File: src/rtl/posit_decoder_pipe_pkg.sv
// Shared widths and the decoded-field record for the default 32-bit, es=3 posit format.
package posit_decoder_pipe_pkg;

    localparam int POSIT_W  = 32;
    localparam int POSIT_ES = 3;
    localparam int SW       = $clog2(POSIT_W) + POSIT_ES + 1;
    localparam int MW       = POSIT_W - POSIT_ES - 1;

    typedef struct packed {
        logic                 sign;
        logic signed [SW-1:0] scale;
        logic [MW-1:0]        mant;
        logic                 zero;
        logic                 nar;
    } posit_fields_t;

endpackage

File: src/rtl/posit_regime_count.sv
// Regime decoder: reports the leading bit of the posit body and how many copies of it lead.
module posit_regime_count
    import posit_decoder_pipe_pkg::*;
#(
    parameter int  WIDTH = POSIT_W,
    localparam int LW    = $clog2(WIDTH)
) (
    input  logic [WIDTH-2:0] body,
    output logic             run_bit,
    output logic [LW-1:0]    run_len
);

    logic running_s;

    // Walk down from the MSB; the first bit differing from the leading one terminates the run.
    always_comb begin
        run_bit   = body[WIDTH-2];
        run_len   = '0;
        running_s = 1'b1;
        for (int i = WIDTH - 2; i >= 0; i--) begin
            if (running_s && (body[i] == body[WIDTH-2])) begin
                run_len = run_len + LW'(1);
            end else begin
                running_s = 1'b0;
            end
        end
    end

endmodule

File: src/rtl/two_comp.sv
// Two's-complement negation of a WIDTH-bit word.
module two_comp #(
    parameter int WIDTH = 32
) (
    input  logic [WIDTH-1:0] a,
    output logic [WIDTH-1:0] y
);

    assign y = ~a + {{(WIDTH-1){1'b0}}, 1'b1};

endmodule

File: src/rtl/posit_decoder_pipe.sv
// Three-stage posit unpacker: magnitude/special detect, regime count, field extraction.
// All stages stall together when the output holds an unaccepted result.
module posit_decoder_pipe
    import posit_decoder_pipe_pkg::*;
#(
    parameter int  WIDTH   = POSIT_W,
    parameter int  EN      = POSIT_ES,
    localparam int SCALE_W = $clog2(WIDTH) + EN + 1,
    localparam int MANT_W  = WIDTH - EN - 1
) (
    input  logic                      clk,
    input  logic                      rst,
    input  logic                      in_valid,
    output logic                      in_ready,
    input  logic [WIDTH-1:0]          in_posit,
    output logic                      out_valid,
    input  logic                      out_ready,
    output logic                      out_sign,
    output logic signed [SCALE_W-1:0] out_scale,
    output logic [MANT_W-1:0]         out_mant,
    output logic                      out_zero,
    output logic                      out_nar
);

    localparam int LW = $clog2(WIDTH);

    logic                      advance_s;
    logic [WIDTH-1:0]          neg_s;
    logic [WIDTH-2:0]          body_s;
    logic                      zero_s;
    logic                      nar_s;

    logic                      s1_valid_r;
    logic                      s1_sign_r;
    logic [WIDTH-2:0]          s1_body_r;
    logic                      s1_zero_r;
    logic                      s1_nar_r;

    logic                      run_bit_s;
    logic [LW-1:0]             run_len_s;

    logic                      s2_valid_r;
    logic                      s2_sign_r;
    logic [WIDTH-3:0]          s2_body_r;
    logic                      s2_zero_r;
    logic                      s2_nar_r;
    logic                      s2_run_r;
    logic [LW-1:0]             s2_len_r;

    logic [WIDTH-3:0]          shifted_s;
    logic [EN-1:0]             exp_s;
    logic [MANT_W-2:0]         frac_s;
    logic signed [SCALE_W-1:0] len_ext_s;
    logic signed [SCALE_W-1:0] k_s;
    logic signed [SCALE_W-1:0] scale_s;
    logic                      nx_sign_s;
    logic signed [SCALE_W-1:0] nx_scale_s;
    logic [MANT_W-1:0]         nx_mant_s;

    logic                      out_valid_r;
    logic                      out_sign_r;
    logic signed [SCALE_W-1:0] out_scale_r;
    logic [MANT_W-1:0]         out_mant_r;
    logic                      out_zero_r;
    logic                      out_nar_r;

    assign advance_s = !out_valid_r || out_ready;
    assign in_ready  = advance_s;

    two_comp #(.WIDTH(WIDTH)) u_neg (
        .a (in_posit),
        .y (neg_s)
    );

    // Stage-1 combinational: magnitude body and special-value detection.
    // Negating a negative posit leaves the MSB set only for the NaR pattern.
    always_comb begin
        zero_s = (in_posit == '0);
        nar_s  = in_posit[WIDTH-1] & neg_s[WIDTH-1];
        if (in_posit[WIDTH-1]) begin
            body_s = neg_s[WIDTH-2:0];
        end else begin
            body_s = in_posit[WIDTH-2:0];
        end
    end

    // Stage-1 registers.
    always_ff @(posedge clk or negedge rst) begin
        if (!rst) begin
            s1_valid_r <= 1'b0;
            s1_sign_r  <= 1'b0;
            s1_body_r  <= '0;
            s1_zero_r  <= 1'b0;
            s1_nar_r   <= 1'b0;
        end else if (advance_s) begin
            s1_valid_r <= in_valid;
            s1_sign_r  <= in_posit[WIDTH-1];
            s1_body_r  <= body_s;
            s1_zero_r  <= zero_s;
            s1_nar_r   <= nar_s;
        end
    end

    posit_regime_count #(.WIDTH(WIDTH)) u_regime (
        .body    (s1_body_r),
        .run_bit (run_bit_s),
        .run_len (run_len_s)
    );

    // Stage-2 registers; the top body bit is always part of the run and is not kept.
    always_ff @(posedge clk or negedge rst) begin
        if (!rst) begin
            s2_valid_r <= 1'b0;
            s2_sign_r  <= 1'b0;
            s2_body_r  <= '0;
            s2_zero_r  <= 1'b0;
            s2_nar_r   <= 1'b0;
            s2_run_r   <= 1'b0;
            s2_len_r   <= '0;
        end else if (advance_s) begin
            s2_valid_r <= s1_valid_r;
            s2_sign_r  <= s1_sign_r;
            s2_body_r  <= s1_body_r[WIDTH-3:0];
            s2_zero_r  <= s1_zero_r;
            s2_nar_r   <= s1_nar_r;
            s2_run_r   <= run_bit_s;
            s2_len_r   <= run_len_s;
        end
    end

    // Stage-3 combinational: shifting by the run length drops the rest of the run and the
    // terminator, leaving exponent then fraction left-aligned; invalid/special results read 0.
    always_comb begin
        shifted_s = s2_body_r << s2_len_r;
        exp_s     = shifted_s[WIDTH-3 -: EN];
        frac_s    = shifted_s[WIDTH-3-EN:0];
        len_ext_s = $signed({{(SCALE_W-LW){1'b0}}, s2_len_r});
        if (s2_run_r) begin
            k_s = len_ext_s - SCALE_W'(1);
        end else begin
            k_s = -len_ext_s;
        end
        scale_s = (k_s <<< EN) + $signed({{(SCALE_W-EN){1'b0}}, exp_s});
        if (s2_valid_r && !s2_zero_r && !s2_nar_r) begin
            nx_sign_s  = s2_sign_r;
            nx_scale_s = scale_s;
            nx_mant_s  = {1'b1, frac_s};
        end else begin
            nx_sign_s  = 1'b0;
            nx_scale_s = '0;
            nx_mant_s  = '0;
        end
    end

    // Output registers.
    always_ff @(posedge clk or negedge rst) begin
        if (!rst) begin
            out_valid_r <= 1'b0;
            out_sign_r  <= 1'b0;
            out_scale_r <= '0;
            out_mant_r  <= '0;
            out_zero_r  <= 1'b0;
            out_nar_r   <= 1'b0;
        end else if (advance_s) begin
            out_valid_r <= s2_valid_r;
            out_sign_r  <= nx_sign_s;
            out_scale_r <= nx_scale_s;
            out_mant_r  <= nx_mant_s;
            out_zero_r  <= s2_valid_r & s2_zero_r;
            out_nar_r   <= s2_valid_r & s2_nar_r;
        end
    end

    assign out_valid = out_valid_r;
    assign out_sign  = out_sign_r;
    assign out_scale = out_scale_r;
    assign out_mant  = out_mant_r;
    assign out_zero  = out_zero_r;
    assign out_nar   = out_nar_r;

endmodule

File: config.mk
export PLATFORM = sky130hd
export DESIGN_NAME = posit_decoder_pipe
export DESIGN_NICKNAME = d
export VERILOG_FILES = /design/src/rtl/posit_decoder_pipe_pkg.sv /design/src/rtl/posit_regime_count.sv /design/src/rtl/two_comp.sv /design/src/rtl/posit_decoder_pipe.sv
export SDC_FILE = /design/constraint.sdc
export NUM_CORES = 1
export LEC_CHECK = 0
export BUFFER_PORTS_ARGS = -buffer_cell sky130_fd_sc_hd__buf_2
export CORE_MARGIN = 2
export CORE_UTILIZATION = 55
export DETAILED_ROUTE_END_ITERATION = 10
export PLACE_DENSITY = 0.86
export SLEW_MARGIN = 20
export SYNTH_ARGS = -nofsm -noshare
export SYNTH_HDL_FRONTEND = slang
export SYNTH_SLANG_ARGS = --single-unit
File: constraint.sdc
create_clock -name clk -period 27.5 [get_ports clk]
set_clock_uncertainty 0.05 [all_clocks]
set_input_delay 2.75 -clock clk [delete_from_list [all_inputs] [get_ports clk]]
set_output_delay 2.75 -clock clk [all_outputs]
set_load 0.05 [all_outputs]
After elaboration in Yosys (flattened, before gate mapping)
Index checks and enable logic that the tools add are counted.
{"block": "classes", "n_addsub": 33, "n_mul": 0, "n_div": 0, "magnitude_cmp": 0, "n_eq_ne": 30, "shift": 1, "mux": 64, "n_bitwise": 4, "n_reduce_logical": 36}
{"operator": "5-bit by 1-bit adder with 5-bit output, second input constant", "count": 29}
{"operator": "5-bit two-way mux", "count": 29}
{"operator": "32-bit by 1-bit adder with 32-bit output, second input constant", "count": 1}
{"operator": "32-bit logical NOT", "count": 1}
{"operator": "32-bit NOT", "count": 1}
{"operator": "1-bit logical AND", "count": 31}
{"operator": "31-bit two-way mux", "count": 1}
{"operator": "1-bit == test", "count": 30}
{"operator": "1-bit two-way mux", "count": 30}
{"operator": "30-bit by 5-bit left shift with 30-bit output", "count": 1}
{"operator": "28-bit two-way mux", "count": 1}
{"operator": "9-bit by 4-bit adder with 9-bit output", "count": 1}
{"operator": "9-bit two-way mux", "count": 1}
{"operator": "6-bit two-way mux", "count": 1}
{"operator": "5-bit negator with 6-bit output", "count": 1}
{"operator": "5-bit by 1-bit subtractor with 6-bit output, second input constant", "count": 1}
{"operator": "1-bit AND", "count": 3}
{"operator": "1-bit logical NOT", "count": 3}
{"operator": "2-bit two-way mux", "count": 1}
{"operator": "1-bit logical OR", "count": 1}
{"block": "word_totals", "ff_bits": 116, "latchBits": 0, "ram_bits": 0, "mem_bits_ro": 0, "in_bits": 36, "output_inout_bits": 42, "wordCells": 186, "n_memories": 0}

Logic depth before layout (Yosys ltp)
{"block": "logic_depth", "word_depth": 60, "ltp_mapped": 77}

Hierarchy
From an unflattened synthesis, not the netlist that was laid out.
{"block": "unflattened", "cells_unflattened": 1326, "area_unflattened_um2": 10915.5}
{"mod": "posit_decoder_pipe", "n_inst": 1, "cells_per_inst": 652, "area_per_inst_um2": 6318.6, "seq_area_each_um2": 2902.8}
{"mod": "posit_regime_count", "n_inst": 1, "cells_per_inst": 591, "area_per_inst_um2": 3960.0, "seq_area_each_um2": 0.0}
{"mod": "two_comp", "n_inst": 1, "cells_per_inst": 83, "area_per_inst_um2": 636.9, "seq_area_each_um2": 0.0}

Worst setup path before layout
OpenSTA, ideal clock, no wires.
{"block": "synth_path", "kind": "register -> register", "startpoint": "register s1_body_r[30]", "endpoint": "register s2_len_r[4]", "setup_ns": 0.077, "arrival_ns": 13.015, "required_time_ns": 27.373, "setup_slack_ns": 14.359, "stages_incl_launch_ff": 75, "n_path_buf": 7, "period_less_slack_ns": 13.141, "cell_sequence": "dfrtp_1 -> buf_4 -> buf_2 -> clkbuf_1 -> clkbuf_1 -> buf_1 -> clkbuf_1 -> clkbuf_1 -> a31oi_1 -> ha_1 -> a21o_1 -> ha_1 -> o21ai_0 -> inv_1 -> xnor2_1 -> ha_1 -> o221a_2 -> o22ai_1 -> [... 39 more ...] -> o21ai_0 -> ha_1 -> a22oi_1 -> o21ai_0 -> ha_1 -> a21oi_1 -> o21ai_0 -> ha_1 -> nand2_1 -> a211oi_1 -> nand2_1 -> a21oi_1 -> o311ai_0 -> a22oi_1 -> a21o_1 -> xnor2_1 -> xnor3_1 -> o21ai_1"}
{"block": "synth_between", "elab_chain_len": 60, "elab_cells_between_ends": 147, "classes_between": "add/sub (29); eq/ne (30); mux (59); reduce/logical (29)"}
{"element": "from (decl)", "line": "posit_decoder_pipe.sv:35", "rtl": "logic [WIDTH-2:0] s1_body_r;"}
{"element": "from (signal assigned)", "line": "posit_decoder_pipe.sv:98", "rtl": "s1_body_r <= body_s;"}
{"element": "1-bit == test", "line": "posit_regime_count.sv:21", "rtl": "if (running_s && (body[i] == body[WIDTH-2])) begin"}
{"element": "2-bit two-way mux / 1-bit two-way mux (equally long branches)", "line": "posit_regime_count.sv:21"}
{"element": "5-bit by 1-bit adder with 5-bit output / 1-bit logical AND (equally long branches)", "line": "posit_regime_count.sv:22, posit_regime_count.sv:21"}
{"element": "5-bit two-way mux / 1-bit two-way mux (equally long branches)", "line": "posit_regime_count.sv:21"}
{"element": "5-bit by 1-bit adder with 5-bit output / 1-bit logical AND (equally long branches)", "line": "posit_regime_count.sv:22, posit_regime_count.sv:21"}
{"element": "5-bit two-way mux / 1-bit two-way mux (equally long branches)", "line": "posit_regime_count.sv:21"}
{"element": "5-bit by 1-bit adder with 5-bit output / 1-bit logical AND (equally long branches)", "line": "posit_regime_count.sv:22, posit_regime_count.sv:21"}
{"element": "5-bit two-way mux / 1-bit two-way mux (equally long branches)", "line": "posit_regime_count.sv:21"}
{"element": "[... 44 more ...]"}
{"element": "5-bit by 1-bit adder with 5-bit output / 1-bit logical AND (equally long branches)", "line": "posit_regime_count.sv:22, posit_regime_count.sv:21"}
{"element": "5-bit two-way mux / 1-bit two-way mux (equally long branches)", "line": "posit_regime_count.sv:21"}
{"element": "5-bit by 1-bit adder with 5-bit output / 1-bit logical AND (equally long branches)", "line": "posit_regime_count.sv:22, posit_regime_count.sv:21"}
{"element": "5-bit two-way mux / 1-bit two-way mux (equally long branches)", "line": "posit_regime_count.sv:21"}
{"element": "5-bit by 1-bit adder with 5-bit output / 1-bit logical AND (equally long branches)", "line": "posit_regime_count.sv:22, posit_regime_count.sv:21"}
{"element": "5-bit two-way mux / 1-bit two-way mux (equally long branches)", "line": "posit_regime_count.sv:21"}
{"element": "5-bit by 1-bit adder with 5-bit output / 1-bit logical AND (equally long branches)", "line": "posit_regime_count.sv:22, posit_regime_count.sv:21"}
{"element": "5-bit two-way mux *", "line": "posit_regime_count.sv:21"}
{"element": "to (signal assigned)", "line": "posit_decoder_pipe.sv:127", "rtl": "s2_len_r <= run_len_s;"}
{"element": "to (decl)", "line": "posit_decoder_pipe.sv:48", "rtl": "logic [LW-1:0] s2_len_r;"}
Every way passes the cells marked *; elsewhere a longest branch is shown, timed or not.
A chain may end at the register's enable or synchronous reset.

Final worst setup path
Same ends and word-level chain as after synthesis.

==> impl_metrics.toml <==
[yosys]
syn_nets = 1365
ys_ff_latch = 116
synth.cells.most_frequent = "304 x nand2_1, 121 x o21ai_0, 116 x dfrtp_1"
ys_seq_area_share_pct = 29.0
synth_edf_count = 0
synth.distinct_cells = 83
synth_warnings = 0
synthCells = 1301
async_flop_share_pct = 100
synthFlopType = "dfrtp_1"
yosys.area.top_type = "dfrtp_1"
syn_area_sq_um = 10000
ys_top_cells_by_area = "dfrtp_1 29%, nand2_1 11%, o21ai_0 6.0%, mux2i_1 4.4%, xor2_1 3.9%"
postSynthAreaPerCell_sq_um = 7.70
synth.most_common_cell = "nand2_1"
synth_top_area_share_pct = 29.0

[routing]
drtAntennaViolNets = 0
avgViaCountPerCell = 6.03
drt_iter0_drc = 947
drc = 0
routed_wl_mm = 25.0
num_vias = 9438
wire_per_inst_um = 16.0
dr.pass1.iters = 6

[cts]
cts_buffer_depth = 2
cts_resized = 0
numCtsBuffers = 17
cts-root-buf = "clkbuf_16"
cts_setup_buffers = 0
clk_latency_ps = 430
cts_num_sinks = 116
postCtsHoldBufs = 0
clk_pin_slew_ps = 60
htreeDepth = 4
cts_tree = "done"

[sta]
fin_ws_ps = 13620
post-route-period-util_pct = 50.5
period_minus_slack_ps = 13880
finalMaxSlewViolations = 0
grt_setup_unrepaired = "no"
setup-tns-final_ps = 0
fmax_ghz = 0.0720
hold_slack_ps = 412
tightest_slew_ps = 994
relSlewSlack_pct = 33.6
setup_viol = 0
finalHoldViolations = 0

[critical_path]
cp-end-kind = "flip-flop"
critical_path.top_delay_family = "compound AO/OA/AOI/OAI gates"
crit_buf_inv = 3
crit_slowest_cell = "a211oi_1"
worstPathRequired_ps = 27800
max_stage_delay_ps = 700
path_max_fanout = 66
crit_top_cell = "ha_1"
crit_arrival_ps = 14180
crit_path_start_kind = "flip-flop"
worstSetupPathType = "reg2reg"

[floorplan]
start_util_pct = 56.0
ios = 78
core_sq_um = 17900
die_h_um = 139
die-area_sq_um = 19300
placement_rows = 49
fp.dieW_um = 139

[global_route]
antenna_found_initial = 0
overflow = 0
grt_pass1_vias = 8613
grt_max_degree = 96
grt_pass1_wl_mm = 42.2
met1_usage_pct = 35.5
busiest_layer = "met2"
grt_util_met2_pct = 43.5
grt_use_met3_pct = 3.56
grt_use_total_pct = 26.1

[power]
sw_frac_of_total_pct = 48.3
pwr_density_cell_nw_per_um2 = 112
internal_power_mw = 0.642
p_leak_nw = 4.93
ir_drop_v = 0.000101
power_mw = 1.24
power.switching_mw = 0.599
combPwrFrac_pct = 55.3
power_frac_seq_pct = 25.0
p_clk_share_pct = 19.6

[final_layout]
syn2layout_area_growth_pct = 10.3
fillers = 1555
fin_nets = 1387
multi_input_area_sq_um = 6680
final_cell_area_sq_um = 11100
seqCellArea_sq_um = 2910
instances_no_fill = 1565
n_antenna_cell = 0
drive_above_1_share_pct = 12.9
postLayoutCoreUtil_pct = 61.7

[hold_path]
hold_path_class = "reg2reg"

[placement]
dp.cells = 1533
dpl_cell_area_sq_um = 10400
place.gp.congestion = 0.963
pre_cts_ws_ps = 13980
hpwl_mm = 18.3
portBuffers = 77

[run]
maxCapViolCount = 0

[run_status]
status = "completed"
## power groups by stage
| stage | combinational [mW] | clock (mW) | sequential [mW] |
|---|---|---|---|
| floorplan | 0.495 | 0 | 0.338 |
| global placement | 0.657 | 0 | 0.307 |
| detailed placement | 0.670 | 0 | 0.312 |
| CTS | 0.678 | 0.245 | 0.310 |
| global route | 0.755 | 0.253 | 0.322 |
| finish | 0.686 | 0.243 | 0.311 |
## worst reg2reg max path: cells and delay by family (launching register included)
family / cells / cell delay, ps
AOI/OAI and AO/OA: 39 / 7160
xor gates and xnor gates: 3 / 540
and+or+nand+nor: 11 / 1200
buffers and inverters: 3 / 740
adders and majority gates: 12 / 3540
muxes: 1 / 280
DFF: 1 / 340
## registers in the layout (all words and copies together) (netlist names)
| signal | flops |
|---|---|
| out_mant | 28 |
| s2_body_r | 30 |
| s2_nar_r | 1 |
| out_valid | 1 |
| s1_sign_r | 1 |
| s1_body_r | 31 |
| s2_sign_r | 1 |
| out_sign | 1 |
| out_nar | 1 |
| s1_zero_r | 1 |
| s2_zero_r | 1 |
| s2_run_r | 1 |
| out_scale | 9 |
| s2_len_r | 5 |
| s2_valid_r | 1 |
| out_zero | 1 |
| s1_nar_r | 1 |
| s1_valid_r | 1 |
## path summary, 6_finish.rpt
check / startpoint / to / slack (ps) / depth (start not counted)
setup / recovery: s1_body_r[30]$_DFFE_PN0P_ / s2_len_r[4]$_DFFE_PN0P_ / 13620 / 69
hold / removal: out_zero$_DFFE_PN0P_ / out_zero$_DFFE_PN0P_ / 410 / 2
setup reg to reg: s1_body_r[30]$_DFFE_PN0P_ / s2_len_r[4]$_DFFE_PN0P_ / 13620 / 69
hold reg to reg: out_zero$_DFFE_PN0P_ / out_zero$_DFFE_PN0P_ / 410 / 2
max in group asynchronous: rst / s1_body_r[30]$_DFFE_PN0P_ / 23840 / 2
min in group asynchronous: rst / out_mant[2]$_DFFE_PN0P_ / 2280 / 1
## cell type report
type	instances	area share (%)
clock buffers	17	3.85
inverters	30	1.02
clock inverters	15	1.97
flip-flops and latches	116	26.3
multi-input cells	1076	60.4
repair buffers	82	3.85
well taps	229	2.59
## layout by cell type, fill, tap and decap left out, drive strengths merged, types with 7 or more instances in the layout
| cell type | netlist | layout |
|---|---|---|
| a211oi | 14 | 14 |
| a21oi | 70 | 70 |
| a22o | 9 | 9 |
| a22oi | 8 | 8 |
| a31oi | 10 | 10 |
| and2 | 15 | 15 |
| and3 | 16 | 16 |
| buf | 18 | 82 |
| clkbuf | 61 | 17 |
| dfrtp | 116 | 116 |
| ha | 28 | 28 |
| inv | 30 | 36 |
| mux2 | 12 | 12 |
| mux2i | 45 | 45 |
| mux4 | 10 | 10 |
| nand2 | 304 | 304 |
| nand2b | 13 | 13 |
| nand3 | 30 | 30 |
| nand4 | 7 | 7 |
| nor2 | 88 | 88 |
| nor2b | 11 | 11 |
| nor3 | 19 | 19 |
| o21ai | 127 | 127 |
| o22ai | 11 | 11 |
| o31ai | 14 | 14 |
| o41ai | 8 | 8 |
| or2 | 14 | 14 |
| or3 | 12 | 12 |
| or4 | 9 | 9 |
| xnor2 | 45 | 45 |
| xor2 | 46 | 46 |
## cell families (layout without fill, tap and decap cells)
logic type / count (synthesis) / in the layout / synth area share, %
flops: 116 / 116 / 29.0
xor+xnor: 95 / 95 / 9.19
fa+ha+maj: 33 / 33 / 4.00
compound gates: 330 / 330 / 20.7
mux: 67 / 67 / 8.13
simple gates: 551 / 551 / 24.6
buf+inv: 109 / 144 / 4.41
## layer usage
metal	wire, um	share of wire, %	up-vias
li1	-	-	4641
met1	11200	45	4406
met2	11800	47	344
met3	1470	5.9	47
met4	541	2.2	0
met5	0	0	-
Power figures use the tool's default switching activity.
